===== src/rtl/vend_sequencer.sv =====
// vend_sequencer: three-product vending controller with coin credit and change return.
// Define REFUND_TIMEOUT_EN to refund credit after TIMEOUT_CYCLES idle cycles in SELECTED.
`timescale 1ns/1ps
module vend_sequencer #(
   parameter int PRICE1         = 2,
   parameter int PRICE2         = 3,
   parameter int PRICE3         = 4,
   parameter int TIMEOUT_CYCLES = 1000
) (
   input  logic       clk,
   input  logic       reset,
   input  logic [2:0] btn_req,
   input  logic       coin_valid,
   input  logic [2:0] coin_value,
   output logic       coin_reject,
   output logic [2:0] product_sel,
   output logic       dispense_req,
   input  logic       dispense_done,
   output logic       change_valid,
   output logic [2:0] change_coin,
   input  logic       change_ready,
   output logic [4:0] credit,
   output logic       delivered
);

   typedef enum logic [2:0] {
      IDLE,
      SELECTED,
      DISPENSE,
      CHANGE,
      DONE
   } state_t;

   state_t     state;
   logic       refund;

   logic       coin_open;
   logic       coin_legal;
   logic       coin_ok;
   logic       btn_any;
   logic       timeout_fire;
   logic [4:0] coin_sum;
   logic [2:0] btn_pick;
   logic [4:0] price;
   logic [4:0] remain_sale;
   logic [4:0] remain_chg;

   function automatic logic [2:0] pick_coin(input logic [4:0] amt);
      if (amt >= 5'd5)
         return 3'd5;
      else if (amt >= 5'd2)
         return 3'd2;
      else
         return 3'd1;
   endfunction

   assign btn_any    = |btn_req;
   assign coin_open  = (state == IDLE) || (state == SELECTED);
   assign coin_sum   = credit + {2'b00, coin_value};
   assign coin_legal = (coin_value == 3'd1) || (coin_value == 3'd2) ||
                       (coin_value == 3'd5);
   assign coin_ok    = coin_valid && coin_open && coin_legal &&
                       (coin_sum <= 5'd15);

   // lowest index wins when several buttons arrive together
   always_comb begin
      btn_pick = 3'b000;
      if (btn_req[0])
         btn_pick = 3'b001;
      else if (btn_req[1])
         btn_pick = 3'b010;
      else if (btn_req[2])
         btn_pick = 3'b100;
   end

   always_comb begin
      price = 5'd0;
      unique case (1'b1)
         product_sel[0]: price = 5'(PRICE1);
         product_sel[1]: price = 5'(PRICE2);
         product_sel[2]: price = 5'(PRICE3);
         default:        price = 5'd0;
      endcase
   end

   assign remain_sale = credit - price;
   assign remain_chg  = credit - {2'b00, change_coin};

`ifdef REFUND_TIMEOUT_EN
   localparam int TW = $clog2(TIMEOUT_CYCLES + 1);

   logic [TW-1:0] timer;
   logic          timer_hit;

   assign timer_hit    = (timer == TW'(TIMEOUT_CYCLES - 1));
   assign timeout_fire = timer_hit && !coin_ok && !btn_any;

   always_ff @(posedge clk or posedge reset) begin
      if (reset)
         timer <= '0;
      else if (state != SELECTED || coin_ok || btn_any)
         timer <= '0;
      else if (!timer_hit)
         timer <= timer + 1'b1;
   end
`else
   assign timeout_fire = 1'b0;
`endif

   always_ff @(posedge clk or posedge reset) begin
      if (reset) begin
         state        <= IDLE;
         credit       <= 5'd0;
         product_sel  <= 3'b000;
         dispense_req <= 1'b0;
         change_valid <= 1'b0;
         change_coin  <= 3'd0;
         coin_reject  <= 1'b0;
         delivered    <= 1'b0;
         refund       <= 1'b0;
      end else begin
         coin_reject <= coin_valid && !coin_ok;
         delivered   <= 1'b0;
         if (coin_ok)
            credit <= coin_sum;
         unique case (state)
            IDLE: begin
               if (btn_any) begin
                  product_sel <= btn_pick;
                  state       <= SELECTED;
               end
            end
            SELECTED: begin
               if (btn_any) begin
                  product_sel <= btn_pick;
               end else if (credit >= price) begin
                  state        <= DISPENSE;
                  dispense_req <= 1'b1;
               end else if (timeout_fire) begin
                  if (credit == 5'd0) begin
                     state       <= IDLE;
                     product_sel <= 3'b000;
                  end else begin
                     state        <= CHANGE;
                     refund       <= 1'b1;
                     change_valid <= 1'b1;
                     change_coin  <= pick_coin(credit);
                  end
               end
            end
            DISPENSE: begin
               if (dispense_done) begin
                  dispense_req <= 1'b0;
                  credit       <= remain_sale;
                  if (remain_sale != 5'd0) begin
                     state        <= CHANGE;
                     change_valid <= 1'b1;
                     change_coin  <= pick_coin(remain_sale);
                  end else begin
                     state     <= DONE;
                     delivered <= 1'b1;
                  end
               end
            end
            CHANGE: begin
               // coin only moves on a completed handshake
               if (change_ready) begin
                  credit <= remain_chg;
                  if (remain_chg == 5'd0) begin
                     state        <= DONE;
                     change_valid <= 1'b0;
                     change_coin  <= 3'd0;
                     delivered    <= !refund;
                  end else begin
                     change_coin <= pick_coin(remain_chg);
                  end
               end
            end
            DONE: begin
               state       <= IDLE;
               product_sel <= 3'b000;
               refund      <= 1'b0;
            end
            default: state <= IDLE;
         endcase
      end
   end

endmodule


===== config.mk =====
export PLATFORM = sky130hd
export DESIGN_NAME = vend_sequencer
export DESIGN_NICKNAME = d
export VERILOG_FILES = /design/src/rtl/vend_sequencer.sv
export SDC_FILE = /design/constraint.sdc
export NUM_CORES = 1
export LEC_CHECK = 0
export CORE_MARGIN = 2
export CORE_UTILIZATION = 30
export DETAILED_ROUTE_END_ITERATION = 10
export SLEW_MARGIN = 20
export SYNTH_ARGS = -nofsm -noshare
export SYNTH_HDL_FRONTEND = slang
export SYNTH_SLANG_ARGS = --single-unit

===== constraint.sdc =====
create_clock -name clk -period 2.41 [get_ports clk]
set_input_delay 0.3615 -clock clk [delete_from_list [all_inputs] [get_ports clk]]
set_output_delay 0.3615 -clock clk [all_outputs]
set_load 0.1 [all_outputs]

# Word-level counts from Yosys, hierarchy flattened
# Index checks and enable logic that the tools add are counted.
dict set report word_totals {
  register_bits 18
  inputBits 11
  output_inout_bits 15
  wordCells 94
}
dict set report op_classes {
  add_sub_neg 3
  n_lt_le_gt_ge 6
  eq_ne 15
  muxes 41
  n_reduce_logical 21
}
# op count
set op_table {}
lappend op_table {{two-way mux 3 bit} 17}
lappend op_table {{two-way mux 5 bit} 3}
lappend op_table {{inequality test 2 bit (second input constant)} 6}
lappend op_table {{one-hot mux 3 bit (2 select lines)} 2}
lappend op_table {{one-hot mux 3 bit (4 select lines)} 1}
lappend op_table {{two-way mux 1 bit} 11}
lappend op_table {{greater-or-equal comparator 5 x 2 -> 1 bit (second input constant)} 2}
lappend op_table {{greater-or-equal comparator 5 x 3 -> 1 bit (second input constant)} 2}
lappend op_table {{one-hot mux 5 bit (2 select lines)} 1}
lappend op_table {{equality test 3 x 2 -> 1 bit (second input constant)} 3}
lappend op_table {{one-hot mux 3 bit (3 select lines)} 1}
lappend op_table {{AND reduction 4 bit} 2}
lappend op_table {{equality test 3 x 1 -> 1 bit (second input constant)} 2}
lappend op_table {{equality test 3 bit (second input constant)} 2}
lappend op_table {{one-hot mux 1 bit (2 select lines)} 3}
lappend op_table {{AND reduction 6 bit} 1}
lappend op_table {{nonzero test 2 bit} 3}
lappend op_table {{adder 5 x 3 -> 5 bit} 1}
lappend op_table {{greater-or-equal comparator 5 bit} 1}
lappend op_table {{less-or-equal comparator 5 x 4 -> 1 bit (second input constant)} 1}
lappend op_table {{zero test 5 bit} 1}
lappend op_table {{AND reduction 5 bit} 1}
lappend op_table {{nonzero test 5 bit} 1}
lappend op_table {{subtractor 5 x 3 -> 5 bit} 1}
lappend op_table {{other kinds (10)} 17}

# Logic depth before layout (Yosys ltp)
# Gate-level depths: netlist of run 1.
dict set report depth {
  ltp_word 8
  ltp_mapped 10
  mapped_depth_nobuf 10
}

# Worst setup path before layout of run 1
# OpenSTA, ideal clock, no wires.
dict set report synth_timing {
  path_type {register -> register}
  from {register product_sel[1]}
  to {register change_coin[2]}
  arrival_ns 2.877
  slack_ns -0.599
  path_stages_with_launch 10
  n_path_buf 0
  cell_sequence {dfrtp_1 -> ha_1 -> inv_1 -> fa_1 -> a211oi_2 -> xnor2_1 -> and4bb_4 -> a211o_4 -> nand2_1 -> o221ai_2}
}
dict set report synth_between {
  elab_chain_cells 7
  elab_cells_between_ends 10
  cone_classes {add/sub: 1; order compare: 1; eq/ne: 1; mux: 5; reduce/logical: 2}
}
# item line
set synth_lines {}
lappend synth_lines {{start, declared} 16} ;# output logic [2:0] product_sel,
lappend synth_lines {{start signal, assigned} 129} ;# product_sel <= btn_pick;
lappend synth_lines {{start signal, assigned} 135} ;# product_sel <= btn_pick;
lappend synth_lines {{one-hot mux 3 bit (3 select lines) (*)} 78} ;# unique case (1'b1)
lappend synth_lines {{subtractor 5 bit (*)} 86} ;# assign remain_sale = credit - price;
lappend synth_lines {{greater-or-equal comparator 5 x 3 -> 1 bit} 49} ;# if (amt >= 5'd5)
lappend synth_lines {{two-way mux 3 bit} 49}
lappend synth_lines {{two-way mux 3 bit} 155} ;# if (remain_sale != 5'd0) begin
lappend synth_lines {{two-way mux 3 bit} 152} ;# if (dispense_done) begin
lappend synth_lines {{one-hot mux 3 bit (2 select lines)} 126} ;# unique case (state)
lappend synth_lines {{end signal, assigned} 147} ;# change_coin <= pick_coin(credit);
lappend synth_lines {{end signal, assigned} 158} ;# change_coin <= pick_coin(remain_sale);
lappend synth_lines {{end signal, assigned} 175} ;# change_coin <= pick_coin(remain_chg);
lappend synth_lines {{end, declared} 20} ;# output logic [2:0] change_coin,
# Mark *: on every way between the ends. The rest lies on a longest branch, timed or not. The select of a mux whose other input is x is not followed.
# A chain may end at the register's enable or synchronous reset.

# Final worst setup path of run 1
dict set report layout_timing {
  from {register credit[0]}
  to {register change_coin[2]}
}
dict set report layout_between {
  elab_chain_cells 6
  elab_cells_between_ends 15
  cone_classes {add/sub: 2; order compare: 2; eq/ne: 1; mux: 7; reduce/logical: 3}
}
# item line
set layout_lines {}
lappend layout_lines {{start, declared} 22} ;# output logic [4:0] credit,
lappend layout_lines {{start signal, assigned} 125} ;# credit <= coin_sum;
lappend layout_lines {{start signal, assigned} 154} ;# credit <= remain_sale;
lappend layout_lines {{start signal, assigned} 168} ;# credit <= remain_chg;
lappend layout_lines {{subtractor 5 x 3 -> 5 bit or subtractor 5 bit (tied branches)} {87, 86}}
lappend layout_lines {{greater-or-equal comparator 5 x 3 -> 1 bit} 49}
lappend layout_lines {{two-way mux 3 bit} 49}
lappend layout_lines {{two-way mux 3 bit (on tied branches)} {169, 155}}
lappend layout_lines {{two-way mux 3 bit (on tied branches)} {167, 152}}
lappend layout_lines {{one-hot mux 3 bit (2 select lines)} 126}
# Several ways; a longest one is shown, not always the timed one. The select of a mux whose other input is x is not followed.

==> impl_results.md, run 1 <==
* Largest stage delay, worst path at roughly 500 ps
* Cells after Synth at 149
* Worst EP arrival at 2480 ps
* CTS tree: yes
* #FFs+latches synth at 18
* Final min period at about 2300 ps
* Routed vias/inst at between 5 and 6
* Slew headroom at 52.0%
* First-pass GRT wire length at a little under 6000 um
* H-tree depth at 1
* DIE AREA at 5180 um^2
* Worst Setup EP: change_coin[2]
* CP cell instances: inv_4 > ha_4 > inv_2 > fa_2 > a211oi_2 > xnor2_1 > and4bb_4 > a211o_4 > nand2_2 > o221ai_2
* DR vias at 1282
* Syn. warnings at 0
* Routed wire per std cell at ~15 um
* Final WL at between 3000 and 4000 um
* Clock root cell: clkbuf_8
* Crit end category: register
* Avg Inst Size Synth at just over 9 um^2
* Initial Util at roughly a third
* DP Area at between 1500 and 2000 um^2
* Total CTS buffers at 3
* Flop-to-flop setup slack at ~63 ps
* Clock Skew at around 8.7 ps
* Ys flop type: dfrtp_1
* RSZ-0062 raised after global routing: true
* Syn_nets at roughly 170
* Initial antenna violation count at 0
* Post-synth EDFFs at 0
* Hpwl dp at ~2800 um
* Nets at 212
* Commonest non-fill, non-tap cell in the layout: buf_4
* Buffer depth of the longest clock path at 2
* Filler cells at 426
* Number of DRC markers in iteration 0 at 39
* # IOs at 26
* Gr usage total at 14.5%
* Core footprint at roughly 4400 um^2
* WP buf/inv at 2
* Area Growth Syn to Fin at 32.6%
* Placer Congestion at about 0.88
* Multi-input gate area at slightly above 900 um^2
* Hold Crit Class: register to register
* Max-cap violations at 0
* Post-route setup slack at 62.7 ps
* Diodes inserted at 0
* Synth top area cells: dfrtp_1 (32%), ha_1 (8.1%), xnor2_1 (4.4%)
* Crit-path slowest cell: dfrtp_4
* Sinks on Clock Net at 18
* Die X at around 72 um
* Worst Path Required at 2540 ps
* Fmax at ~0.43 GHz
* Setup TNS at 0 ps
* Final setup fails at 0
* RR Startpoint: credit[0]
* Crit. path cell count at 10
* Critical Path Start Type: register
* Yosys cell types at 45
* Asr flop ratio synth at 100%
* Crit path max-delay family: compound AO/OA/AOI/OAI gates
* Final Max Tran Viols at 0
* DRT Pass-1 Iters at 4
* Most frequent cells in the layout: buf_4 (26), nand2_1 (12), nor2_1 (11)
* Reg-to-Reg End: change_coin[2]
* Setup crit start: credit[0]
* Share of layout cells above drive strength 1 at between 20% and 30%
* Pre-CTS WS at -199 ps
* FF-to-FF path depth at 10
* Overflow after GRT at 0
* # rows at 24
* Final period utilization at 97.4%
* Area share of the largest cell type after synthesis at about 32%
* Register area share after synthesis at 32.5%
* Largest net degree at the start of global routing at 19
* Post-route DRC at 0
* Layout Utilization at between 40% and 50%
* Register Area at around 470 um^2
* Clk Latency, worst-skew pair at between 200 and 300 ps
* Clock Pin Slew Worst Setup and Hold Paths at 70 ps
* Synth Cell Area at around 1400 um^2
* Post-synth top area cell: dfrtp_1
* Final ANT Viol Nets at 0
* Outcome: complete, no violations
* Largest fanout on the critical path at 5
* Cell area after layout at 1840 um^2
* Worst Max-Slew Pin Slew at 720 ps
* Buffers on Ports at 25
* Final Hold Fails at 0
* Die Y at slightly above 70 um
* Crit Path Category: register to register
* Vias in the first global route at about 1300
[worst min path at each step]
| stage | endpoint | from | cells after the start | slack [ps] |
|---|---|---|---|---|
| floorplan | change_valid | reset | 1 | 300 |
| global placement | change_valid | change_valid | 1 | 480 |
| detailed placement | change_valid | change_valid | 1 | 470 |
| CTS | change_valid | change_valid | 1 | 500 |
| global route | change_valid | change_valid | 1 | 520 |
| finish | change_valid | change_valid | 1 | 500 |
[state kept, by name (all words and copies together) (netlist names)]
signal / count
state: 3
dispense_req: 1
credit: 5
change_coin: 3
change_valid: 1
product_sel: 3
delivered: 1
coin_reject: 1
[synthesized netlist by cell type, drive strengths merged (2+ instances only)]
cell and number:
mux2i 4, nor3 3, a21oi 9, xnor2 7
dfrtp 18, ha 9, nand3 4, nand3b 2
nand2 13, nand4 2, o22ai 2, fa 3
nor2 11, o22a 3, a211o 2, nor2b 7
a211oi 2, inv 12, o211a 3, o21ai 11
o221ai 3
[metal layers]
| metal | wire length (um) | track usage, % | vias to the layer above | share of wire [%] |
|---|---|---|---|---|
| met5 | 0 | 0 | - | 0 |
| met4 | 53 | 5.03 | 0 | 1.5 |
| met3 | 130 | 1.39 | 4 | 3.7 |
| met2 | 1780 | 25.8 | 26 | 51 |
| met1 | 1530 | 18.4 | 623 | 44 |
| li1 | - | - | 629 | - |
[cells by family after synthesis]
| logic type | after synthesis | share of synthesized area [%] |
|---|---|---|
| buffers and inverters | 13 | 3.52 |
| and+or+nand+nor | 48 | 19.0 |
| DFF | 18 | 32.5 |
| muxes | 5 | 3.70 |
| AOI/OAI and AO/OA | 46 | 24.4 |
| adders and majority gates | 12 | 12.5 |
| xor gates and xnor gates | 7 | 4.42 |
[through the flow]
stage / hold slack, ps / cells
3_5_place_dp: 475 / 236
6_report: 497 / 240
3_3_place_gp: 483 / 236
4_1_cts: 501 / 240
5_1_grt: 522 / 240
2_1_floorplan: 300 / 149
[cell type report]
class                   instances  share of cell area (%)
multi-input cells             118                    50.0
flip-flops and latches         18                    25.4
repair buffers                 36                    16.1
well taps                      52                    3.54
inverters                      12                    2.59
clock buffers                   4                    2.45
[repair_timing]
action                                  4_1_cts  5_1_grt
endpoints found under the setup margin        0       13
hold buffers                                  0        0
resized for setup                             0        4
buffers inserted                              0        0
Power of run 1 is left out: the tool's default activity adds up to more than one toggle a clock period on the data nets, which glitch-free logic cannot reach.
==> run 2, diff against run 1 <==
CORE_ASPECT_RATIO = 1.5   (was default)
CTS_CLUSTER_SIZE = 28   (was default)
DONT_BUFFER_PORTS = 1   (was default)
==> run 2 against run 1 <==
Maximum frequency fell by 0.66%; sequential share of layout area increased by 2.5 points; count of clock-buffer cells in the layout did not move; first-iteration DRC count shrank 28%; worst setup slack worse by 16 ps.
==> impl_results.md, run 2 (synthesized netlist as in run 1, its figures left out) <==
* H-tree depth at 1 (unchanged)
* Largest net degree at the start of global routing at 19 (unchanged)
* Post-route DRC at 0 (unchanged)
* Final setup fails at 0 (unchanged)
* Share of layout cells above drive strength 1 at 25.9% (was 28.2%)
* Crit path max-delay family: adder cells (was compound AO/OA/AOI/OAI gates)
* Clk Latency, worst-skew pair at 250 ps (was 260 ps)
* RSZ-0062 raised after global routing: true (unchanged)
* Worst EP arrival at 2490 ps (was 2480 ps)
* Number of DRC markers in iteration 0 at 28 (was 39)
* Die Y at 87.3 um (was 72.0 um)
* Die X at 59.5 um (was 72.0 um)
* Gr usage total at 13.8% (was 14.5%)
* Filler cells at 480 (was 426)
* Layout Utilization at 37.1% (was 41.6%)
* WP buf/inv at 2 (unchanged)
* Sinks on Clock Net at 18 (unchanged)
* Routed wire per std cell at 15.6 um (was 14.6 um)
* Initial antenna violation count at 0 (unchanged)
* RR Startpoint: credit[0] (unchanged)
* CTS tree: yes (unchanged)
* Routed vias/inst at 5.48 (was 5.34)
* Clock root cell: clkbuf_8 (unchanged)
* Crit-path slowest cell: fa_2 (was dfrtp_4)
* Multi-input gate area at 916 um^2 (was 918 um^2)
* DR vias at 1195 (was 1282)
* Overflow after GRT at 0 (unchanged)
* Hold Crit Class: primary input to async pin (was register to register)
* Worst Max-Slew Pin Slew at 903 ps (was 720 ps)
* Largest fanout on the critical path at 7 (was 5)
* Buffers on Ports at 0 (was 25)
* Total CTS buffers at 3 (unchanged)
* Pre-CTS WS at 21.8 ps (was -199 ps)
* FF-to-FF path depth at 10 (unchanged)
* Max reg flops at 5 (unchanged)
* Placer Congestion at 0.797 (was 0.877)
* Final Hold Fails at 0 (unchanged)
* Final min period at 2360 ps (was 2350 ps)
* Final period utilization at 98.0% (was 97.4%)
* Setup crit start: credit[0] (unchanged)
* Diodes inserted at 0 (unchanged)
* Slew headroom at 39.8% (was 52.0%)
* Buffer depth of the longest clock path at 2 (unchanged)
* Register Area at 467 um^2 (unchanged)
* First-pass GRT wire length at 5420 um (was 5920 um)
* Clock Pin Slew Worst Setup and Hold Paths at 70 ps (about the same)
* # rows at 30 (was 24)
* DP Cell Count at 211 (was 236)
* Vias in the first global route at 1178 (was 1267)
* Biggest register: credit (unchanged)
* CP cell instances: inv_4 > ha_4 > inv_2 > fa_2 > nor2b_1 > nand2_1 > and4bb_4 > a211o_4 > nand2_2 > o221ai_2 (was inv_4 > ha_4 > inv_2 > fa_2 > a211oi_2 > xnor2_1 > and4bb_4 > a211o_4 > nand2_2 > o221ai_2)
* Core footprint at 4500 um^2 (was 4410 um^2)
* Area Growth Syn to Fin at 20.5% (was 32.6%)
* Max-cap violations at 0 (unchanged)
* Final WL at 3390 um (was 3500 um)
* Fmax at 0.423 GHz (was 0.426 GHz)
* Largest stage delay, worst path at 560 ps (was 500 ps)
* Crit. path cell count at 10 (unchanged)
* Final Max Tran Viols at 0 (unchanged)
* Outcome: complete, no violations (unchanged)
* Worst Path Required at 2530 ps (was 2540 ps)
* Final Hold Slack at 120 ps (was 497 ps)
* Hpwl dp at 2710 um (was 2800 um)
* # IOs at 26 (unchanged)
* Non-Filler Instances at 218 (was 240)
* Final ANT Viol Nets at 0 (unchanged)
* Initial Util at 30.8% (was 31.4%)
* Nets at 194 (was 212)
* DIE AREA at 5190 um^2 (was 5180 um^2)
* Crit end category: register (unchanged)
* Commonest non-fill, non-tap cell in the layout: buf_4 (unchanged)
* Crit Path Category: register to register (unchanged)
* Post-route setup slack at 47.1 ps (was 62.7 ps)
* Critical Path Start Type: register (unchanged)
* Most frequent cells in the layout: buf_4 (18), nand2_1 (12), nor2_1 (11) (was buf_4 (26), nand2_1 (12), nor2_1 (11))
* Clock Skew at 4.94 ps (was 8.73 ps)
* DRT Pass-1 Iters at 4 (unchanged)
-- run 2: metal layers --
layer	track usage, %	vias up	share of wire, %
met2	25.8	20	55
met3	3.27	2	5.0
met4	3.64	0	1.1
li1	-	592	-
met5	0	-	0
met1	15.0	581	39
-- run 2: per-stage QoR --
step / area, um^2 / setup TNS, ps
6_report: 1670 / 0
5_1_grt: 1670 / -65.4
4_1_cts: 1640 / 0
3_5_place_dp: 1590 / 0
3_3_place_gp: 1590 / 0
2_1_floorplan: 1420 / -271
-- run 2: path summary, 6_finish.rpt --
| path | end | slack (ps) |
|---|---|---|
| worst max-delay path | change_coin[2] | 50 |
| worst min-delay path | dispense_req | 120 |
| worst max register to register | change_coin[2] | 50 |
| worst min register to register | product_sel[0] | 600 |
| max in group asynchronous | product_sel[1] | 1750 |
| min in group clk | coin_reject | 260 |
-- run 2: final cells by class --
type | instances | share of cell area, %
multi-input cells | 118 | 54.8
flip-flops and latches | 18 | 27.9
repair buffers | 18 | 8.09
well taps | 48 | 3.60
inverters | 12 | 2.85
clock buffers | 4 | 2.70
-- run 2: repair_timing --
item	in CTS	in global routing
endpoints found under the hold margin	0	0
setup endpoints to repair	1	11
pin swaps	1	3
setup buffers	1	2
hold buffers	0	0
resized for setup	0	3
Power of run 2 is left out for the same reason.
==> run 3, diff against run 2 <==
PLACE_DENSITY_LB_ADDON = 0.15   (was default)
SLEW_MARGIN = 15   (was 20)
==> run 3 against run 2 <==
Sequential cell count unchanged; critical path depth unchanged; largest cell class unchanged; clock skew about the same; design area rose by 2.5%.
==> impl_results.md, run 3 (synthesized netlist as in run 1, its figures left out) <==
* Initial Util at 30.8% (unchanged)
* CP cell instances: inv_4 > ha_4 > inv_2 > fa_2 > a211oi_2 > xnor2_2 > and4bb_4 > a211o_4 > nand2_2 > o221ai_2 (was inv_4 > ha_4 > inv_2 > fa_2 > nor2b_1 > nand2_1 > and4bb_4 > a211o_4 > nand2_2 > o221ai_2)
* Final WL at 3690 um (was 3390 um)
* DRT Pass-1 Iters at 4 (unchanged)
* Max reg flops at 5 (unchanged)
* Largest fanout on the critical path at 5 (was 7)
* Worst EP arrival at 2480 ps (was 2490 ps)
* Crit end category: register (unchanged)
* Total CTS buffers at 3 (unchanged)
* Share of layout cells above drive strength 1 at 29.7% (was 25.9%)
* Slew headroom at 39.5% (was 39.8%)
* # IOs at 26 (unchanged)
* Post-route DRC at 0 (unchanged)
* Largest stage delay, worst path at 500 ps (was 560 ps)
* Routed vias/inst at 5.50 (was 5.48)
* Routed wire per std cell at 16.8 um (was 15.6 um)
* Clock Pin Slew Worst Setup and Hold Paths at 70 ps (about the same)
* Clk Latency, worst-skew pair at 250 ps (about the same)
* Final Hold Slack at 111 ps (was 120 ps)
* Final ANT Viol Nets at 0 (unchanged)
* Die X at 59.5 um (unchanged)
* Sinks on Clock Net at 18 (unchanged)
* Largest net degree at the start of global routing at 19 (unchanged)
* Setup TNS at 0 ps (unchanged)
* Crit path max-delay family: compound AO/OA/AOI/OAI gates (was adder cells)
* Core footprint at 4500 um^2 (unchanged)
* Clock root cell: clkbuf_8 (unchanged)
* Critical Path Start Type: register (unchanged)
* Placer Congestion at 0.846 (was 0.797)
* Final Hold Fails at 0 (unchanged)
* Commonest non-fill, non-tap cell in the layout: buf_4 (unchanged)
* H-tree depth at 1 (unchanged)
* Hold Crit Class: primary input to async pin (unchanged)
* Biggest register: credit (unchanged)
* Buffer depth of the longest clock path at 2 (unchanged)
* Hold buffer count at CTS at 0 (unchanged)
* Initial antenna violation count at 0 (unchanged)
* Final setup fails at 0 (unchanged)
* DIE AREA at 5190 um^2 (unchanged)
* Overflow after GRT at 0 (unchanged)
* Final min period at 2340 ps (was 2360 ps)
* Final Max Tran Viols at 0 (unchanged)
* WP buf/inv at 2 (unchanged)
* Crit Path Category: register to register (unchanged)
* Worst Path Required at 2540 ps (was 2530 ps)
* CTS tree: yes (unchanged)
* Final period utilization at 97.2% (was 98.0%)
* Vias in the first global route at 1269 (was 1178)
* Hpwl dp at 2920 um (was 2710 um)
* Gr usage total at 15.3% (was 13.8%)
* Diodes inserted at 0 (unchanged)
* Fmax at 0.427 GHz (was 0.423 GHz)
* Clock Skew at 4.93 ps (was 4.94 ps)
* Die Y at 87.3 um (unchanged)
* Outcome: complete, no violations (unchanged)
* Nets at 196 (was 194)
* Most frequent cells in the layout: buf_4 (20), nand2_1 (12), nor2_1 (11) (was buf_4 (18), nand2_1 (12), nor2_1 (11))
* Crit-path slowest cell: dfrtp_4 (was fa_2)
* Worst Max-Slew Pin Slew at 908 ps (was 903 ps)
* Area Growth Syn to Fin at 23.5% (was 20.5%)
* # rows at 30 (unchanged)
* Buffers on Ports at 0 (unchanged)
* Max-cap violations at 0 (unchanged)
* First-pass GRT wire length at 5960 um (was 5420 um)
* Number of DRC markers in iteration 0 at 30 (was 28)
* DR vias at 1210 (was 1195)
* RSZ-0062 raised after global routing: true (unchanged)
-- run 3: final timing paths --
path | start | end | slack, ps | cells past startpoint
worst max register to register | credit[0] | change_coin[2] | 70 | 10
worst min register to register | state[2] | product_sel[0] | 610 | 1
worst min-delay path | reset | change_valid | 110 | 1
max in group asynchronous | reset | credit[0] | 1770 | 1
min in group clk | coin_valid | coin_reject | 260 | 1
worst max-delay path | credit[0] | change_coin[2] | 70 | 10
-- run 3: per-layer routing --
metal	share of wire (%)	global-route usage [%]	up-vias
met5	0	0	-
met4	0.73	4.24	0
met3	2.8	1.93	2
met2	55	27.3	19
met1	42	18.8	591
li1	-	-	598
-- run 3: metrics by stage --
stage	utilization [%]	setup slack, ps	std cells	area, um^2
after CTS	36.7	12.8	216	1650
after global routing	38.0	-49.4	220	1710
after floorplan	-	-85.5	149	1420
final	38.0	66.8	220	1710
after detailed placement	35.5	-2.27	212	1600
after global placement	35.5	45.9	212	1600
-- run 3: what timing repair did --
item | in CTS | in global routing
setup endpoints to repair | 3 | 13
resized for setup | 2 | 6
pin swaps | 1 | 7
setup buffers | 0 | 4
-- run 3: area by class of cell --
cell class / count / area (um^2)
Multi-Input combinational cell: 118 / 942
Sequential cell: 18 / 467
Timing Repair Buffer: 20 / 150
Inverter: 12 / 47.5
Fill cell: 488 / 2790
Clock buffer: 4 / 45.0
Tap cell: 48 / 60.1
Power of run 3 is left out for the same reason.
